## config.mk

```make
export PLATFORM = sky130hd
export DESIGN_NAME = mcu_uart_flat
export DESIGN_NICKNAME = d
export VERILOG_FILES = /design/src/rtl/mcu_uart_pkg.sv /design/src/rtl/mcu_uart_if.sv /design/src/rtl/mcu_uart_fifo.sv /design/src/rtl/mcu_uart.sv /design/src/flat_wrapper.sv
export SDC_FILE = /design/constraint.sdc
export NUM_CORES = 1
export LEC_CHECK = 0
export ABC_AREA = 1
export BUFFER_PORTS_ARGS = -buffer_cell sky130_fd_sc_hd__clkbuf_2
export CAP_MARGIN = 0
export CORE_UTILIZATION = 60
export CTS_CLUSTER_DIAMETER = 80
export DETAILED_ROUTE_END_ITERATION = 10
export HOLD_SLACK_MARGIN = 0.06
export PLACE_DENSITY = 0.82
export SETUP_SLACK_MARGIN = 0.15
export SYNTH_ARGS = -nofsm -noshare
export SYNTH_HDL_FRONTEND = slang
export SYNTH_SLANG_ARGS = --single-unit
```

## constraint.sdc

```tcl
create_clock -name clk_i -period 12 [get_ports clk_i]
set_input_delay 1.2 -clock clk_i [delete_from_list [all_inputs] [get_ports clk_i]]
set_output_delay 1.2 -clock clk_i [all_outputs]
set_load 0.05 [all_outputs]
```

## src/rtl/mcu_uart_pkg.sv

```systemverilog
// mcu_uart_pkg: shared constants for the memory-mapped UART.
//   - register offsets within the 16-byte chip-select window
//   - STAT / CTRL bit positions
//   - serial FSM state encoding (shared by TX and RX)
//   - minimum bit-period divisor and the clamp helper
package mcu_uart_pkg;

  localparam logic [3:0] REG_DATA    = 4'h0;
  localparam logic [3:0] REG_STAT    = 4'h1;
  localparam logic [3:0] REG_CTRL    = 4'h2;
  localparam logic [3:0] REG_BAUD_LO = 4'h3;
  localparam logic [3:0] REG_BAUD_HI = 4'h4;

  localparam int STAT_RX_AVAIL = 0;
  localparam int STAT_RX_FULL  = 1;
  localparam int STAT_TX_EMPTY = 2;
  localparam int STAT_TX_FULL  = 3;
  localparam int STAT_OVERRUN  = 4;
  localparam int STAT_FRAME    = 5;

  localparam int CTRL_TX_EN = 0;
  localparam int CTRL_RX_EN = 1;
  localparam int CTRL_RX_IE = 2;
  localparam int CTRL_TX_IE = 3;

  localparam logic [15:0] DIV_MIN = 16'd3;

  typedef enum logic [1:0] {
    ST_IDLE  = 2'd0,
    ST_START = 2'd1,
    ST_DATA  = 2'd2,
    ST_STOP  = 2'd3
  } uart_state_e;

  // Very short bit periods leave no room for the mid-bit sample point.
  function automatic logic [15:0] clamp_div(input logic [15:0] div);
    return (div < DIV_MIN) ? DIV_MIN : div;
  endfunction

endpackage

```

## src/rtl/mcu_uart_if.sv

```systemverilog
// mcu_uart_if: 8051 front-end slot bus as seen by one peripheral.
//   master: drives cs / rd / wr strobes, address nibble and write data.
//   slave : returns combinational read data and the level interrupt.
interface mcu_uart_if;
  logic       mcu_cs_i;
  logic       mcu_rd_i;
  logic       mcu_wr_i;
  logic [3:0] mcu_addr_i4;
  logic [7:0] mcu_wrdat_i8;
  logic [7:0] mcu_rddat_o8;
  logic       mcu_int_o;

  modport master (
    output mcu_cs_i, mcu_rd_i, mcu_wr_i, mcu_addr_i4, mcu_wrdat_i8,
    input  mcu_rddat_o8, mcu_int_o
  );

  modport slave (
    input  mcu_cs_i, mcu_rd_i, mcu_wr_i, mcu_addr_i4, mcu_wrdat_i8,
    output mcu_rddat_o8, mcu_int_o
  );
endinterface

```

## src/rtl/mcu_uart_fifo.sv

```systemverilog
// uart_fifo: synchronous FIFO with wrap-around pointers and an occupancy count.
//   clk_i/rst_i : clock, async active-high reset
//   push_i/data_i : write request and data
//   pop_i        : read request (ignored when empty)
//   full_o/empty_o/head_o : status and current head entry
// A push into a full FIFO is accepted only when a pop happens in the same
// cycle; the slot being vacated is the one written.
module uart_fifo #(
  parameter int WIDTH = 8,
  parameter int DEPTH = 4
) (
  input  logic             clk_i,
  input  logic             rst_i,
  input  logic             push_i,
  input  logic [WIDTH-1:0] data_i,
  input  logic             pop_i,
  output logic             full_o,
  output logic             empty_o,
  output logic [WIDTH-1:0] head_o
);
  localparam int AW = $clog2(DEPTH);
  localparam int CW = $clog2(DEPTH + 1);

  logic [DEPTH-1:0][WIDTH-1:0] mem_q, mem_d;
  logic [AW-1:0] wr_ptr_q, wr_ptr_d, rd_ptr_q, rd_ptr_d;
  logic [CW-1:0] cnt_q, cnt_d;
  logic do_push, do_pop;

  assign empty_o = (cnt_q == '0);
  assign full_o  = (cnt_q == CW'(DEPTH));
  assign head_o  = mem_q[rd_ptr_q];

  always_comb begin
    do_pop   = pop_i & ~empty_o;
    do_push  = push_i & (~full_o | do_pop);
    mem_d    = mem_q;
    wr_ptr_d = wr_ptr_q;
    rd_ptr_d = rd_ptr_q;
    cnt_d    = cnt_q;
    if (do_push) begin
      mem_d[wr_ptr_q] = data_i;
      wr_ptr_d        = wr_ptr_q + AW'(1);
    end
    if (do_pop) rd_ptr_d = rd_ptr_q + AW'(1);
    case ({do_push, do_pop})
      2'b10:   cnt_d = cnt_q + CW'(1);
      2'b01:   cnt_d = cnt_q - CW'(1);
      default: cnt_d = cnt_q;
    endcase
  end

  always_ff @(posedge clk_i or posedge rst_i) begin
    if (rst_i) begin
      mem_q    <= '0;
      wr_ptr_q <= '0;
      rd_ptr_q <= '0;
      cnt_q    <= '0;
    end else begin
      mem_q    <= mem_d;
      wr_ptr_q <= wr_ptr_d;
      rd_ptr_q <= rd_ptr_d;
      cnt_q    <= cnt_d;
    end
  end
endmodule

```

## src/rtl/mcu_uart.sv

```systemverilog
// mcu_uart: memory-mapped 8N1 UART on one 8051 chip-select slot.
//   clk_i       : peripheral clock
//   mcu_rst_i   : async active-high reset
//   bus         : slot bus (cs/rd/wr/addr/wrdat in, rddat/int out)
//   uart_txd_o  : serial out, idles high
//   uart_rxd_i  : serial in, asynchronous
// Bus strobes are asynchronous: they are synchronised and acted on at their
// falling edge, so the read data driven during the strobe is what the CPU
// latches before any pop or sticky clear takes effect.
module mcu_uart
  import mcu_uart_pkg::*;
#(
  parameter int          FIFO_DEPTH   = 4,
  parameter logic [15:0] BAUD_DIV_RST = 16'd191
) (
  input  logic        clk_i,
  input  logic        mcu_rst_i,
  mcu_uart_if.slave   bus,
  output logic        uart_txd_o,
  input  logic        uart_rxd_i
);

  // ---------------- bus strobe capture ----------------
  logic [2:0] wr_sync_q, wr_sync_d, rd_sync_q, rd_sync_d;
  logic       wr_fire, rd_fire;

  always_comb begin
    wr_sync_d = {wr_sync_q[1:0], bus.mcu_cs_i & bus.mcu_wr_i};
    rd_sync_d = {rd_sync_q[1:0], bus.mcu_cs_i & bus.mcu_rd_i};
  end

  // [1] is the synchronised level, [2] its previous value.
  assign wr_fire = wr_sync_q[2] & ~wr_sync_q[1];
  assign rd_fire = rd_sync_q[2] & ~rd_sync_q[1];

  // ---------------- registers ----------------
  logic [3:0]  ctrl_q, ctrl_d;
  logic [7:0]  baud_lo_q, baud_lo_d;
  logic [15:0] div_q, div_d;
  logic        ovr_q, ovr_d, fe_q, fe_d;
  logic [15:0] eff_div, half_m1;

  logic tx_push, rx_pop, stat_clr;

  assign tx_push  = wr_fire & (bus.mcu_addr_i4 == REG_DATA);
  assign rx_pop   = rd_fire & (bus.mcu_addr_i4 == REG_DATA);
  assign stat_clr = rd_fire & (bus.mcu_addr_i4 == REG_STAT);

  assign eff_div = clamp_div(div_q);
  // (div+1)/2 - 1: count for the start-bit recheck at mid-bit.
  assign half_m1 = {1'b0, eff_div[15:1]} + {15'd0, eff_div[0]} - 16'd1;

  // ---------------- FIFOs ----------------
  logic       tx_full, tx_empty, tx_pop;
  logic [7:0] tx_head;
  logic       rx_full, rx_empty, rx_push;
  logic [7:0] rx_head;

  uart_fifo #(.WIDTH(8), .DEPTH(FIFO_DEPTH)) u_tx_fifo (
    .clk_i   (clk_i),
    .rst_i   (mcu_rst_i),
    .push_i  (tx_push),
    .data_i  (bus.mcu_wrdat_i8),
    .pop_i   (tx_pop),
    .full_o  (tx_full),
    .empty_o (tx_empty),
    .head_o  (tx_head)
  );

  logic [7:0] rx_shift_q, rx_shift_d;

  uart_fifo #(.WIDTH(8), .DEPTH(FIFO_DEPTH)) u_rx_fifo (
    .clk_i   (clk_i),
    .rst_i   (mcu_rst_i),
    .push_i  (rx_push),
    .data_i  (rx_shift_q),
    .pop_i   (rx_pop),
    .full_o  (rx_full),
    .empty_o (rx_empty),
    .head_o  (rx_head)
  );

  // ---------------- TX FSM ----------------
  uart_state_e tx_state_q, tx_state_d;
  logic [15:0] tx_cnt_q, tx_cnt_d;
  logic [2:0]  tx_bit_q, tx_bit_d;
  logic [7:0]  tx_shift_q, tx_shift_d;
  logic        txd_q, txd_d;

  // Bit counters are reloaded from eff_div only at bit boundaries, so a
  // divisor commit never stretches or shortens the bit in flight.
  always_comb begin
    tx_state_d = tx_state_q;
    tx_cnt_d   = tx_cnt_q;
    tx_bit_d   = tx_bit_q;
    tx_shift_d = tx_shift_q;
    txd_d      = txd_q;
    tx_pop     = 1'b0;
    case (tx_state_q)
      ST_IDLE: begin
        txd_d = 1'b1;
        if (ctrl_q[CTRL_TX_EN] && !tx_empty) begin
          tx_pop     = 1'b1;
          tx_shift_d = tx_head;
          tx_cnt_d   = eff_div;
          txd_d      = 1'b0;
          tx_state_d = ST_START;
        end
      end
      ST_START: begin
        if (tx_cnt_q == 16'd0) begin
          tx_cnt_d   = eff_div;
          tx_bit_d   = 3'd0;
          txd_d      = tx_shift_q[0];
          tx_state_d = ST_DATA;
        end else begin
          tx_cnt_d = tx_cnt_q - 16'd1;
        end
      end
      ST_DATA: begin
        if (tx_cnt_q == 16'd0) begin
          tx_cnt_d = eff_div;
          if (tx_bit_q == 3'd7) begin
            txd_d      = 1'b1;
            tx_state_d = ST_STOP;
          end else begin
            tx_bit_d   = tx_bit_q + 3'd1;
            tx_shift_d = {1'b0, tx_shift_q[7:1]};
            txd_d      = tx_shift_q[1];
          end
        end else begin
          tx_cnt_d = tx_cnt_q - 16'd1;
        end
      end
      ST_STOP: begin
        txd_d = 1'b1;
        if (tx_cnt_q == 16'd0) tx_state_d = ST_IDLE;
        else                   tx_cnt_d   = tx_cnt_q - 16'd1;
      end
      default: begin
        txd_d      = 1'b1;
        tx_state_d = ST_IDLE;
      end
    endcase
  end

  // ---------------- RX FSM ----------------
  logic [2:0]  rx_sync_q, rx_sync_d;
  uart_state_e rx_state_q, rx_state_d;
  logic [15:0] rx_cnt_q, rx_cnt_d;
  logic [2:0]  rx_bit_q, rx_bit_d;
  logic        rx_line, rx_fall, rx_fe_set, rx_ovr_set;

  assign rx_sync_d = {rx_sync_q[1:0], uart_rxd_i};
  assign rx_line   = rx_sync_q[1];
  assign rx_fall   = rx_sync_q[2] & ~rx_sync_q[1];

  always_comb begin
    rx_state_d = rx_state_q;
    rx_cnt_d   = rx_cnt_q;
    rx_bit_d   = rx_bit_q;
    rx_shift_d = rx_shift_q;
    rx_push    = 1'b0;
    rx_fe_set  = 1'b0;
    rx_ovr_set = 1'b0;
    if (!ctrl_q[CTRL_RX_EN]) begin
      rx_state_d = ST_IDLE;
    end else begin
      case (rx_state_q)
        ST_IDLE: begin
          if (rx_fall) begin
            rx_cnt_d   = half_m1;
            rx_state_d = ST_START;
          end
        end
        ST_START: begin
          if (rx_cnt_q == 16'd0) begin
            if (rx_line) begin
              rx_state_d = ST_IDLE;   // line back high: glitch, not a start bit
            end else begin
              rx_cnt_d   = eff_div;
              rx_bit_d   = 3'd0;
              rx_state_d = ST_DATA;
            end
          end else begin
            rx_cnt_d = rx_cnt_q - 16'd1;
          end
        end
        ST_DATA: begin
          if (rx_cnt_q == 16'd0) begin
            rx_shift_d = {rx_line, rx_shift_q[7:1]};
            rx_cnt_d   = eff_div;
            if (rx_bit_q == 3'd7) rx_state_d = ST_STOP;
            else                  rx_bit_d   = rx_bit_q + 3'd1;
          end else begin
            rx_cnt_d = rx_cnt_q - 16'd1;
          end
        end
        ST_STOP: begin
          if (rx_cnt_q == 16'd0) begin
            rx_state_d = ST_IDLE;
            if (!rx_line)                rx_fe_set  = 1'b1;
            else if (rx_full && !rx_pop) rx_ovr_set = 1'b1;
            else                         rx_push    = 1'b1;
          end else begin
            rx_cnt_d = rx_cnt_q - 16'd1;
          end
        end
        default: rx_state_d = ST_IDLE;
      endcase
    end
  end

  // ---------------- register writes and sticky status ----------------
  always_comb begin
    ctrl_d    = ctrl_q;
    baud_lo_d = baud_lo_q;
    div_d     = div_q;
    if (wr_fire) begin
      case (bus.mcu_addr_i4)
        REG_CTRL:    ctrl_d    = bus.mcu_wrdat_i8[3:0];
        REG_BAUD_LO: baud_lo_d = bus.mcu_wrdat_i8;
        REG_BAUD_HI: div_d     = {bus.mcu_wrdat_i8, baud_lo_q};
        default: ;
      endcase
    end
    // Set terms are OR-ed after the clear so a same-cycle set survives.
    ovr_d = (ovr_q & ~stat_clr) | (tx_push & tx_full & ~tx_pop) | rx_ovr_set;
    fe_d  = (fe_q  & ~stat_clr) | rx_fe_set;
  end

  // ---------------- read mux and interrupt ----------------
  logic [7:0] rddat;

  always_comb begin
    rddat = 8'h00;
    case (bus.mcu_addr_i4)
      REG_DATA: if (!rx_empty) rddat = rx_head;
      REG_STAT: begin
        rddat[STAT_RX_AVAIL] = ~rx_empty;
        rddat[STAT_RX_FULL]  = rx_full;
        rddat[STAT_TX_EMPTY] = tx_empty;
        rddat[STAT_TX_FULL]  = tx_full;
        rddat[STAT_OVERRUN]  = ovr_q;
        rddat[STAT_FRAME]    = fe_q;
      end
      REG_CTRL: rddat = {4'h0, ctrl_q};
      default: ;
    endcase
  end

  assign bus.mcu_rddat_o8 = rddat;
  assign bus.mcu_int_o    = (ctrl_q[CTRL_RX_IE] & ~rx_empty) |
                            (ctrl_q[CTRL_TX_IE] & tx_empty);
  assign uart_txd_o       = txd_q;

  // ---------------- state registers ----------------
  always_ff @(posedge clk_i or posedge mcu_rst_i) begin
    if (mcu_rst_i) begin
      wr_sync_q  <= '0;
      rd_sync_q  <= '0;
      rx_sync_q  <= 3'b111;
      ctrl_q     <= '0;
      baud_lo_q  <= '0;
      div_q      <= BAUD_DIV_RST;
      ovr_q      <= 1'b0;
      fe_q       <= 1'b0;
      tx_state_q <= ST_IDLE;
      tx_cnt_q   <= '0;
      tx_bit_q   <= '0;
      tx_shift_q <= '0;
      txd_q      <= 1'b1;
      rx_state_q <= ST_IDLE;
      rx_cnt_q   <= '0;
      rx_bit_q   <= '0;
      rx_shift_q <= '0;
    end else begin
      wr_sync_q  <= wr_sync_d;
      rd_sync_q  <= rd_sync_d;
      rx_sync_q  <= rx_sync_d;
      ctrl_q     <= ctrl_d;
      baud_lo_q  <= baud_lo_d;
      div_q      <= div_d;
      ovr_q      <= ovr_d;
      fe_q       <= fe_d;
      tx_state_q <= tx_state_d;
      tx_cnt_q   <= tx_cnt_d;
      tx_bit_q   <= tx_bit_d;
      tx_shift_q <= tx_shift_d;
      txd_q      <= txd_d;
      rx_state_q <= rx_state_d;
      rx_cnt_q   <= rx_cnt_d;
      rx_bit_q   <= rx_bit_d;
      rx_shift_q <= rx_shift_d;
    end
  end

endmodule

```

## src/flat_wrapper.sv

```systemverilog
// flat-port wrapper written by rule: the top's interface ports become plain ports
module mcu_uart_flat import mcu_uart_pkg::*;
#(
  parameter int          FIFO_DEPTH   = 4,
  parameter logic [15:0] BAUD_DIV_RST = 16'd191
)
  (clk_i, mcu_rst_i, uart_txd_o, uart_rxd_i, bus_mcu_cs_i, bus_mcu_rd_i, bus_mcu_wr_i, bus_mcu_addr_i4, bus_mcu_wrdat_i8, bus_mcu_rddat_o8, bus_mcu_int_o);
  mcu_uart_if bus_i ();
  input  logic clk_i;
  input  logic mcu_rst_i;
  output logic uart_txd_o;
  input  logic uart_rxd_i;
  input wire logic [$bits(bus_i.mcu_cs_i)-1:0] bus_mcu_cs_i;
  input wire logic [$bits(bus_i.mcu_rd_i)-1:0] bus_mcu_rd_i;
  input wire logic [$bits(bus_i.mcu_wr_i)-1:0] bus_mcu_wr_i;
  input wire logic [$bits(bus_i.mcu_addr_i4)-1:0] bus_mcu_addr_i4;
  input wire logic [$bits(bus_i.mcu_wrdat_i8)-1:0] bus_mcu_wrdat_i8;
  output wire logic [$bits(bus_i.mcu_rddat_o8)-1:0] bus_mcu_rddat_o8;
  output wire logic [$bits(bus_i.mcu_int_o)-1:0] bus_mcu_int_o;
  assign bus_i.mcu_cs_i = bus_mcu_cs_i;
  assign bus_i.mcu_rd_i = bus_mcu_rd_i;
  assign bus_i.mcu_wr_i = bus_mcu_wr_i;
  assign bus_i.mcu_addr_i4 = bus_mcu_addr_i4;
  assign bus_i.mcu_wrdat_i8 = bus_mcu_wrdat_i8;
  assign bus_mcu_rddat_o8 = bus_i.mcu_rddat_o8;
  assign bus_mcu_int_o = bus_i.mcu_int_o;
  mcu_uart #(.FIFO_DEPTH(FIFO_DEPTH), .BAUD_DIV_RST(BAUD_DIV_RST)) u_core (.clk_i(clk_i), .mcu_rst_i(mcu_rst_i), .bus(bus_i), .uart_txd_o(uart_txd_o), .uart_rxd_i(uart_rxd_i));
endmodule
```

-- Yosys cells after proc, flatten, opt, wreduce, memory -nomap -nowiden
Cells that the tools add are included.
- add/sub/neg operators: 14
- order comparisons: 7
- equal/unequal tests: 37
- mux-type cells: 74
- bitwise gates (word level): 33
- reductions and logical operators: 31
- operators with widths (operator ; count):
    $mux 16 ; 9
    $bwmux 32 ; 2
    $mux 8 ; 8
    $pmux 16 s4 ; 1
    $pmux 16 s3 ; 1
    $sub 16x1->16 const B ; 3
    $bmux 8 s2 ; 2
    $demux 8 s2 ; 2
    $logic_not 16->1 ; 2
    $mux 2 ; 13
    $pmux 3 s2 ; 4
    $mux 3 ; 7
    $mux 1 ; 20
    $and 1x1->1 ; 18
    $ne 3x3->1 const B ; 6
    $pmux 6 s3 ; 1
    $add 15x1->16 ; 1
    $lt 16x2->1 const B ; 1
    $ne 2x1->1 const B ; 8
    $pmux 2 s4 ; 2
    $pmux 8 s2 ; 1
    $add 3x1->3 const B ; 4
    $eq 2x2->1 const B ; 6
    $eq 3x3->1 const B ; 4
    other kinds (24) ; 70
- bits in registers: 176
- bits of input ports: 18
- output and inout bits: 10

-- Logic depth before layout (Yosys ltp)
Gate-level depths: netlist (run 1).
- depth after elaboration: 13
- mapped depth: 17
- depth with buffers taken out: 17

-- Cells and area by module
From an unflattened synthesis (run 1), not the netlist that was laid out.
- cell total of the unflattened synthesis: 1373
- area, all modules: 10332.4 um^2
- modules (own cells, without submodules) (module ; instances ; cells each ; area each (um^2)):
    mcu_uart ; 1 ; 926 ; 6436.2
    uart_fifo at u_core.u_tx_fifo ; 1 ; 237 ; 2010.7
    uart_fifo at u_core.u_rx_fifo ; 1 ; 210 ; 1885.6

-- Least setup slack after synthesis (run 1)
No wires, ideal clock.
- kind: input to output
- start point: in bus_mcu_addr_i4[3]
- end point: out bus_mcu_rddat_o8[2]
- arrival: 2.673 ns
- required time: 10.800 ns
- setup slack: 8.127 ns
- stages on the path: 5
- buffers on the path: 0
- cell sequence: nor2_1 -> inv_2 -> nor3_1 -> inv_1 -> o221ai_1
- longest elaborated chain between the ends: 2
- elaborated cells on any way between the ends: 4
- classes of those cells: eq/ne (2); mux (1); reduce/logical (1)
- ends and longest elaborated chain (element ; line ; RTL):
    start, declared ; flat_wrapper.sv:16 ; input wire logic [$bits(bus_i.mcu_addr_i4)-1:0] bus_mcu_addr_i4;
    $eq 4x2->1, or another cell as far along ; mcu_uart.sv:237 ; case (bus.mcu_addr_i4)
    $pmux 6 s3 (*) ; mcu_uart.sv:237 ;
    end, declared ; flat_wrapper.sv:18 ; output wire logic [$bits(bus_i.mcu_rddat_o8)-1:0] bus_mcu_rddat_o8;
Every way passes the cells marked *; elsewhere a longest branch is shown, timed or not.

-- Worst setup path after layout (run 1)
- start point: in bus_mcu_addr_i4[3]
- end point: out bus_mcu_rddat_o8[0]
The elaborated chain is that of the path after synthesis.

==> results of run 1 <==
-- per-layer routing --
layer	vias up	track usage, %
li1	3845	-
met4	0	9.78
met1	3766	38.2
met2	241	46.8
met3	48	4.47
met5	-	0
-- final cells by class --
cell class | instances | area share [%]
multi-input combinational | 838 | 42.1
inverter | 120 | 4.47
tap | 188 | 2.31
timing repair buffer | 29 | 1.47
clock buffer | 18 | 4.31
clock inverter | 14 | 1.93
sequential | 176 | 43.4
-- flip-flops by register name, indices dropped and copies added, names as in the netlist, 3 cells and up --
name and cells:
u_core.baud_lo_q 8, u_core.ctrl_q 4, u_core.div_q 16, u_core.rd_sync_q 3
u_core.rx_bit_q 3, u_core.rx_cnt_q 16, u_core.rx_shift_q 8, u_core.rx_sync_q 3
u_core.tx_bit_q 3, u_core.tx_cnt_q 16, u_core.tx_shift_q 8, u_core.u_rx_fifo.cnt_q 3
u_core.u_rx_fifo.mem_q 32, u_core.u_tx_fifo.cnt_q 3, u_core.u_tx_fifo.mem_q 32, u_core.wr_sync_q 3
-- power by group through the flow --
stage / clock network (W) / logic, W / registers [W]
6_report: 0.000599 / 0.000744 / 0.000850
5_1_grt: 0.000628 / 0.000847 / 0.000868
4_1_cts: 0.000602 / 0.000738 / 0.000847
2_1_floorplan: 0 / 0.000593 / 0.000816
3_3_place_gp: 0 / 0.000706 / 0.000851
3_5_place_dp: 0 / 0.000728 / 0.000854
-- cells by family after synthesis --
kind of cell	Yosys count
xor gates and xnor gates	31
buffers and inverters	151
and+or+nand+nor	486
adders and majority gates	31
muxes	8
AOI/OAI and AO/OA	282
DFF	176
-- worst max-delay path by stage --
stage	end	depth (start not counted)	slack, ns	startpoint
2_1_floorplan	u_core.baud_lo_q[0]$_DFFE_PP0P_	1	6.04	mcu_rst_i
3_3_place_gp	bus_mcu_rddat_o8[6]	9	8.26	bus_mcu_addr_i4[3]
3_5_place_dp	bus_mcu_rddat_o8[0]	7	8.21	bus_mcu_addr_i4[3]
4_1_cts	bus_mcu_rddat_o8[0]	7	8.19	u_core.u_rx_fifo.rd_ptr_q[0]$_DFFE_PP0P_
5_1_grt	bus_mcu_rddat_o8[0]	7	8.02	u_core.u_rx_fifo.rd_ptr_q[0]$_DFFE_PP0P_
6_report	bus_mcu_rddat_o8[0]	7	8.16	bus_mcu_addr_i4[3]
-- critical path: cells and delay by family --
family                 cells  cell delay [ns]
AO/OA/AOI/OAI              1             0.21
buffers and inverters      4             0.63
AND/OR/NAND/NOR            2             0.61
-- synthesized netlist by cell type, types with 2 or more instances --
library cell / count
buf_4: 2
nand2_1: 294
o211ai_1: 10
nand4_1: 8
xor2_1: 22
nor2_2: 6
mux2_2: 8
clkbuf_1: 23
dfrtp_1: 165
or2_2: 6
nand3_1: 33
fa_1: 2
inv_2: 2
ha_1: 29
xnor2_1: 9
a31oi_1: 4
o31ai_1: 3
o22ai_1: 14
a22o_1: 2
nor2_4: 2
o21ai_0: 152
o221ai_1: 3
o21ai_2: 2
nor3_1: 9
nand2_2: 2
a22oi_1: 2
o21ai_1: 4
inv_1: 117
dfstp_2: 11
buf_2: 4
nor2_1: 117
nor4_1: 2
a21oi_1: 78
-- per-stage QoR --
step           util, %  cell area, um^2  hold WS [ns]  std cells
2_1_floorplan        -             9300         0.331       1165
3_3_place_gp      63.1             9550         0.337       1351
3_5_place_dp      63.1             9550         0.338       1351
4_1_cts           67.3            10200         0.354       1383
5_1_grt           67.3            10200         0.359       1383
6_report          67.3            10200         0.353       1383
==> out/qor.yml, run 1 <==
floorplanning:
  die_w_um: 126
  core-area_mm2: 0.0151
  fp-row-count: 45
  die_h_um: 126
  ios: 28
  dieArea_mm2: 0.0160
  start_util_pct: 61.4
power:
  clockPowerShare_pct: 27.3
  max-vdd-ir-drop_v: 0.000130
  p_seq_share_pct: 38.8
  combPwrFrac_pct: 33.9
  switchingPower_w: 0.000877
  internal_power_w: 0.00132
  p_leak_nw: 5.07
  switching_share_pct: 40.0
  power_density_mw_per_mm2: 215
  power_w: 0.00219
global_route:
  grt_overflow: 0
  grt_start_max_net_pins: 102
  grt_usage_pct: 28.3
  grt_pass1_vias: 7339
  grt_pass1_wl_mm: 35.7
  antenna_found_initial: 0
yosys:
  async_reset_ff_share_pct: 100
  synthAdderAreaFrac_pct: 4.33
  synth_top_family_by_area: "simple AND/OR/NAND/NOR gates"
  syn_nets: 1214
  avgSynthCellArea_um2: 7.98
  netlist.area_leader.share_pct: 44.4
  synth-xor-area-share_pct: 2.92
  synthFlopType: "dfrtp_1"
  synth_edf_count: 0
  synth_warnings: 0
  synthesis.area_mm2: 0.00930
  yosys.area_share.simple_pct: 21.6
  muxShareOfSynthArea_pct: 0.969
  synth_seq_area_share_pct: 47.5
  synth-compound-area-share_pct: 16.4
  synth_cells: 1165
  synth_cell_types: 51
  yosysTopAreaCell: "dfrtp_1"
  yosys_register_bits: 176
  synthTopCellsByArea: "dfrtp_1 (44%), nand2_1 (12%), o21ai_0 (8.2%), inv_1 (4.7%), nor2_1 (4.7%)"
clock_tree:
  cts_max_path_buffers: 2
  postCtsSetupBuffers: 0
  clock_latency_ns: 0.44
  clk_pin_slew_ns: 0.07
  clockRootBuffer: "clkbuf_16"
  htree_levels: 4
  cts_tree: "done"
  clock_sinks: 176
  cts-resized-gates: 0
  cts_hold_buf: 0
  cts_buffers: 17
routing:
  wl_met2_mm: 10.4
  viasPerCell: 5.71
  wl_met1_mm: 9.41
  dr.pass1.iters: 5
  via_count: 7900
  top_layer: "met4"
  postRouteAntennaNets: 0
  wl_mm: 21.3
  dr_wl_met3_mm: 1.05
  drt_iter0_markers: 750
  routedWlPerCell_um: 15.4
  post-route-drc-count: 0
timing:
  rsz0062_at_grt: "false"
  finalCritPeriodShare_pct: 32.0
  drv_slew: 0
  setup_violations: 0
  final_hold_viol_count: 0
  maxSlewHeadroom_pct: 26.2
  fin_crit_ns: 3.84
  final.setup_skew_ns: 0.0117
  worst_slew_pin_slew_ns: 1.11
  fin_setup_tns_ns: 0
  timing.final.ws_setup_ns: 8.16
  fmax_mhz: 261
worst_setup_path:
  crit_required_ns: 10.80
  reg2reg_setup_slack_ns: 9.07
  worst_path_most_repeated_cell: "clkbuf_2"
  crit_path_end_kind: "primary output"
  reg2reg_from: "u_core.u_rx_fifo.cnt_q[0]$_DFFE_PP0P_"
  critical_path_class: "in2out"
  max_stage_delay_ns: 0.43
  cp_slowest_cell: "nor3_1"
  cp_cell_sequence: "clkbuf_2 > nor2_1 > inv_2 > nor3_1 > inv_1 > o211ai_1 > clkbuf_2"
  crit_path_max_fanout: 5
  arrival_ns: 2.64
  startpoint_type: "primary input"
  r2r_cells: 11
  rr_endpoint: "u_core.u_rx_fifo.cnt_q[2]$_DFFE_PP0P_"
layout:
  final_layout_size_suffix_gt1_share_pct: 8.87
  layout.cells.most_common: "nand2_1"
  antennaDiodeCount: 0
  fin_nets: 1231
  nFillCells: 1172
  area_growth_pct: 9.57
  layout_common_cells: "nand2_1 (294), dfrtp_1 (165), o21ai_0 (152)"
  regArea_mm2: 0.00442
  multiInputGateArea_mm2: 0.00429
worst_hold_path:
  hold_path.class: "reg2reg"
  hold-path-endpoint: "u_core.rd_sync_q[1]$_DFF_PP0_"
  min_from: "u_core.rd_sync_q[0]$_DFF_PP0_"
  hold_depth: 0
placement:
  placement.io_buffers: 27
  pre_cts_ws_ns: 8.21
  dp_hpwl_mm: 14.5
  gp_congestion: 0.876
job:
  drv_cap: 0
outcome:
  status: "finished, final reports clean"
No activity file was read; power rests on OpenSTA's default activity.
==> run 2: changes to the inputs <==
--- a/config.mk
+++ b/config.mk
@@ -5,7 +5,7 @@
 export SDC_FILE = /design/constraint.sdc
 export NUM_CORES = 1
 export LEC_CHECK = 0
-export ABC_AREA = 1
+export ABC_AREA = 0
 export BUFFER_PORTS_ARGS = -buffer_cell sky130_fd_sc_hd__clkbuf_2
 export CAP_MARGIN = 0
 export CORE_UTILIZATION = 60
==> constraint.sdc (replaced) <==
create_clock -name clk_i -period 3.96 [get_ports clk_i]
set_input_delay 0.396 -clock clk_i [delete_from_list [all_inputs] [get_ports clk_i]]
set_output_delay 0.396 -clock clk_i [all_outputs]
set_load 0.05 [all_outputs]
==> out/qor.yml, run 2 <==
yosys:
  synthesis.area_mm2: 0.00946  # +1.7%
  synth_cell_types: 74  # +45%
  synth_commonest_cells: "dfrtp_1 (165), mux2_2 (78), nand2_1 (65)"
  netlist.area_leader.share_pct: 43.6  # -0.76 points
  synth_seq_area_share_pct: 46.7  # -0.82 points
  synth_warnings: 0  # unchanged
  yosysTopAreaCell: "dfrtp_1"
  async_reset_ff_share_pct: 100  # unchanged
  synthTopCellsByArea: "dfrtp_1 (44%), mux2_2 (9.3%), ha_1 (3.8%), mux2_4 (3.8%), mux4_2 (3.8%)"
  yosys_register_bits: 176  # unchanged
  avgSynthCellArea_um2: 11.6  # +45%
  synth_edf_count: 0  # unchanged
  synth_cells: 815  # -30%
  synth.most_common_cell: "dfrtp_1"
  syn_nets: 864  # -29%
  synthFlopType: "dfrtp_1"
placement:
  dp_cells: 1030  # -24%
  pre_cts_ws_ns: 0.851  # -7.36 ns
  dp_hpwl_mm: 15.6  # +7.1%
  dpl_cell_area_mm2: 0.00984  # +3.0%
  placement.io_buffers: 27  # unchanged
  gp_congestion: 0.971  # +11%
worst_hold_path:
  hold_path.class: "in2async"
timing:
  rsz0062_at_grt: "false"
  setup_violations: 0  # unchanged
  drv_slew: 0  # unchanged
  fin_setup_tns_ns: 0  # unchanged
  worst_slew_pin_slew_ns: 1.20  # +0.0887 ns
  fmax_mhz: 319
  fin_crit_ns: 3.14
  maxSlewHeadroom_pct: 19.7  # -6.4 points
  timing.final.ws_setup_ns: 0.822  # -7.34 ns
  final.setup_skew_ns: 0.00920  # -0.00253 ns
  finalCritPeriodShare_pct: 79.3
  final_hold_viol_count: 0  # unchanged
clock_tree:
  cts-resized-gates: 0  # unchanged
  clock_latency_ns: 0.43  # about the same
  cts_tree: "done"
  clock_sinks: 176  # unchanged
  postCtsSetupBuffers: 0  # unchanged
  htree_levels: 4  # unchanged
  cts_max_path_buffers: 2  # unchanged
  clockRootBuffer: "clkbuf_16"
  cts_buffers: 17  # unchanged
  cts_hold_buf: 1  # +1
  clk_pin_slew_ns: 0.07  # about the same
routing:
  drt_iter0_markers: 933  # +24%
  postRouteAntennaNets: 0  # unchanged
  dr.pass1.iters: 5  # unchanged
  routedWlPerCell_um: 21.8  # +41%
  post-route-drc-count: 0  # unchanged
  via_count: 6993  # -11%
  wl_mm: 23.2  # +8.5%
  viasPerCell: 6.58  # +15%
global_route:
  grt_usage_pct: 30.1  # +1.8 points
  grt_pass1_wl_mm: 37.5  # +5.0%
  grt_overflow: 0  # unchanged
  grt_pass1_vias: 7038  # -4.1%
  antenna_found_initial: 1  # +1
  grt_start_max_net_pins: 70  # -31%
floorplanning:
  fp-row-count: 45  # unchanged
  dieArea_mm2: 0.0163  # +1.7%
  die_h_um: 128  # +0.85%
  core-area_mm2: 0.0153  # +1.1%
  ios: 28  # unchanged
  die_w_um: 128  # +0.85%
  start_util_pct: 61.8  # +0.39 points
power:
  p_leak_nw: 4.81  # -5.0%
  max-vdd-ir-drop_v: 0.000453  # +250%
  power_density_mw_per_mm2: 625  # +190%
layout:
  instances_no_fill: 1063  # -23%
  nFillCells: 1074  # -8.4%
  final_layout_size_suffix_gt1_share_pct: 25.4  # +16 points
  layout.cells.most_common: "dfrtp_1"
  final_cell_area_mm2: 0.0104  # +2.2%
  top_regs: "u_core.u_rx_fifo.mem_q: 32 flops, u_core.u_tx_fifo.mem_q: 32 flops"
  antennaDiodeCount: 0  # unchanged
  area_growth_pct: 10.0
  fin_nets: 888  # -28%
  layout_common_cells: "dfrtp_1 (165), mux2_2 (78), nand2_1 (65)"
worst_setup_path:
  crit_path_end_kind: "flip-flop"
  arrival_ns: 3.45  # +0.81 ns
  cp_cell_sequence: "nor4_1 > buf_4 > nand3b_1 > o21bai_1 > inv_1 > ha_1 > nor3b_1 > a31oi_1 > nand3b_1 > a31o_2 > a32o_1"
  crit_path_max_fanout: 9  # +4
  worst_path_most_repeated_cell: "nand3b_1"
  cp_slowest_cell: "nor3b_1"
  max_stage_delay_ns: 0.87  # +0.44 ns
  critical_path_class: "reg2reg"
  crit_required_ns: 4.27  # -6.53 ns
  startpoint_type: "flip-flop"
job:
  drv_cap: 0  # unchanged
outcome:
  status: "finished, final reports clean"
[run 2: cell types whose count changed after synthesis, moves of 53 or more]
cell / previous run / this run
a21oi_1: 78 / 25
mux2_2: 8 / 78
inv_1: 117 / 40
o21ai_0: 152 / 25
nor2_1: 117 / 33
nand2_1: 294 / 65
[run 2: metrics by stage]
stage	power [W]	hold slack, ns	util (%)
floorplan	0.00422	0.331	-
global placement	0.00476	0.336	64.2
detailed placement	0.00484	0.340	64.2
CTS	0.00648	0.195	68.0
global route	0.00685	0.198	68.0
finish	0.00651	0.197	68.0
[run 2: power by group]
group	total (W)	internal [W]	switching, W
logic	0.00232	0.000947	0.00137
clock network	0.00162	0.000846	0.000774
registers	0.00257	0.00213	0.000440
[run 2: kinds of logic after synthesis]
family,synth area share (%)
muxes,18.3
DFF,46.7
buffers and inverters,2.94
AOI/OAI and AO/OA,13.4
adders and majority gates,4.26
and+or+nand+nor,12.2
xor gates and xnor gates,2.22
[run 2: final timing paths]
kind | to | depth (start not counted) | start | slack [ns]
setup / recovery | u_core.rx_cnt_q[7]$_DFFE_PP0P_ | 11 | u_core.div_q[7]$_DFFE_PP1P_ | 0.82
hold / removal | u_core.u_tx_fifo.mem_q[1]$_DFFE_PP0P_ | 2 | mcu_rst_i | 0.20
max in group asynchronous | u_core.rx_sync_q[2]$_DFF_PP1_ | 3 | mcu_rst_i | 2.84
min in group clk_i | u_core.rd_sync_q[0]$_DFF_PP0_ | 2 | bus_mcu_rd_i | 0.20
hold reg to reg | u_core.wr_sync_q[1]$_DFF_PP0_ | 0 | u_core.wr_sync_q[0]$_DFF_PP0_ | 0.35
setup reg to reg | u_core.rx_cnt_q[7]$_DFFE_PP0P_ | 11 | u_core.div_q[7]$_DFFE_PP1P_ | 0.82
[run 2: critical path, delay by kind of cell, from the launching register on]
kind	cells	cell delay (ns)
adder cells (fa/ha/maj)	1	0.18
flip-flops	1	0.58
AND/OR/NAND/NOR	4	1.26
AO/OA/AOI/OAI	4	0.76
buffers and inverters	2	0.24
[run 2: area by class of cell]
class                      count  area, um^2  share of cell area, %
inverter                      40         154                   1.48
clock buffer                  19         443                   4.25
sequential                   176        4420                   42.4
clock inverter                13         121                   1.17
timing repair buffer          38         245                   2.36
multi-input combinational    566        4760                   45.8
tap                          211         264                   2.54
[run 2: routing by layer]
metal	GRT usage (%)	part of all wire [%]
met5	0	0.056
met4	12.1	2.3
met3	5.32	6.8
met2	47.9	48
met1	41.1	42
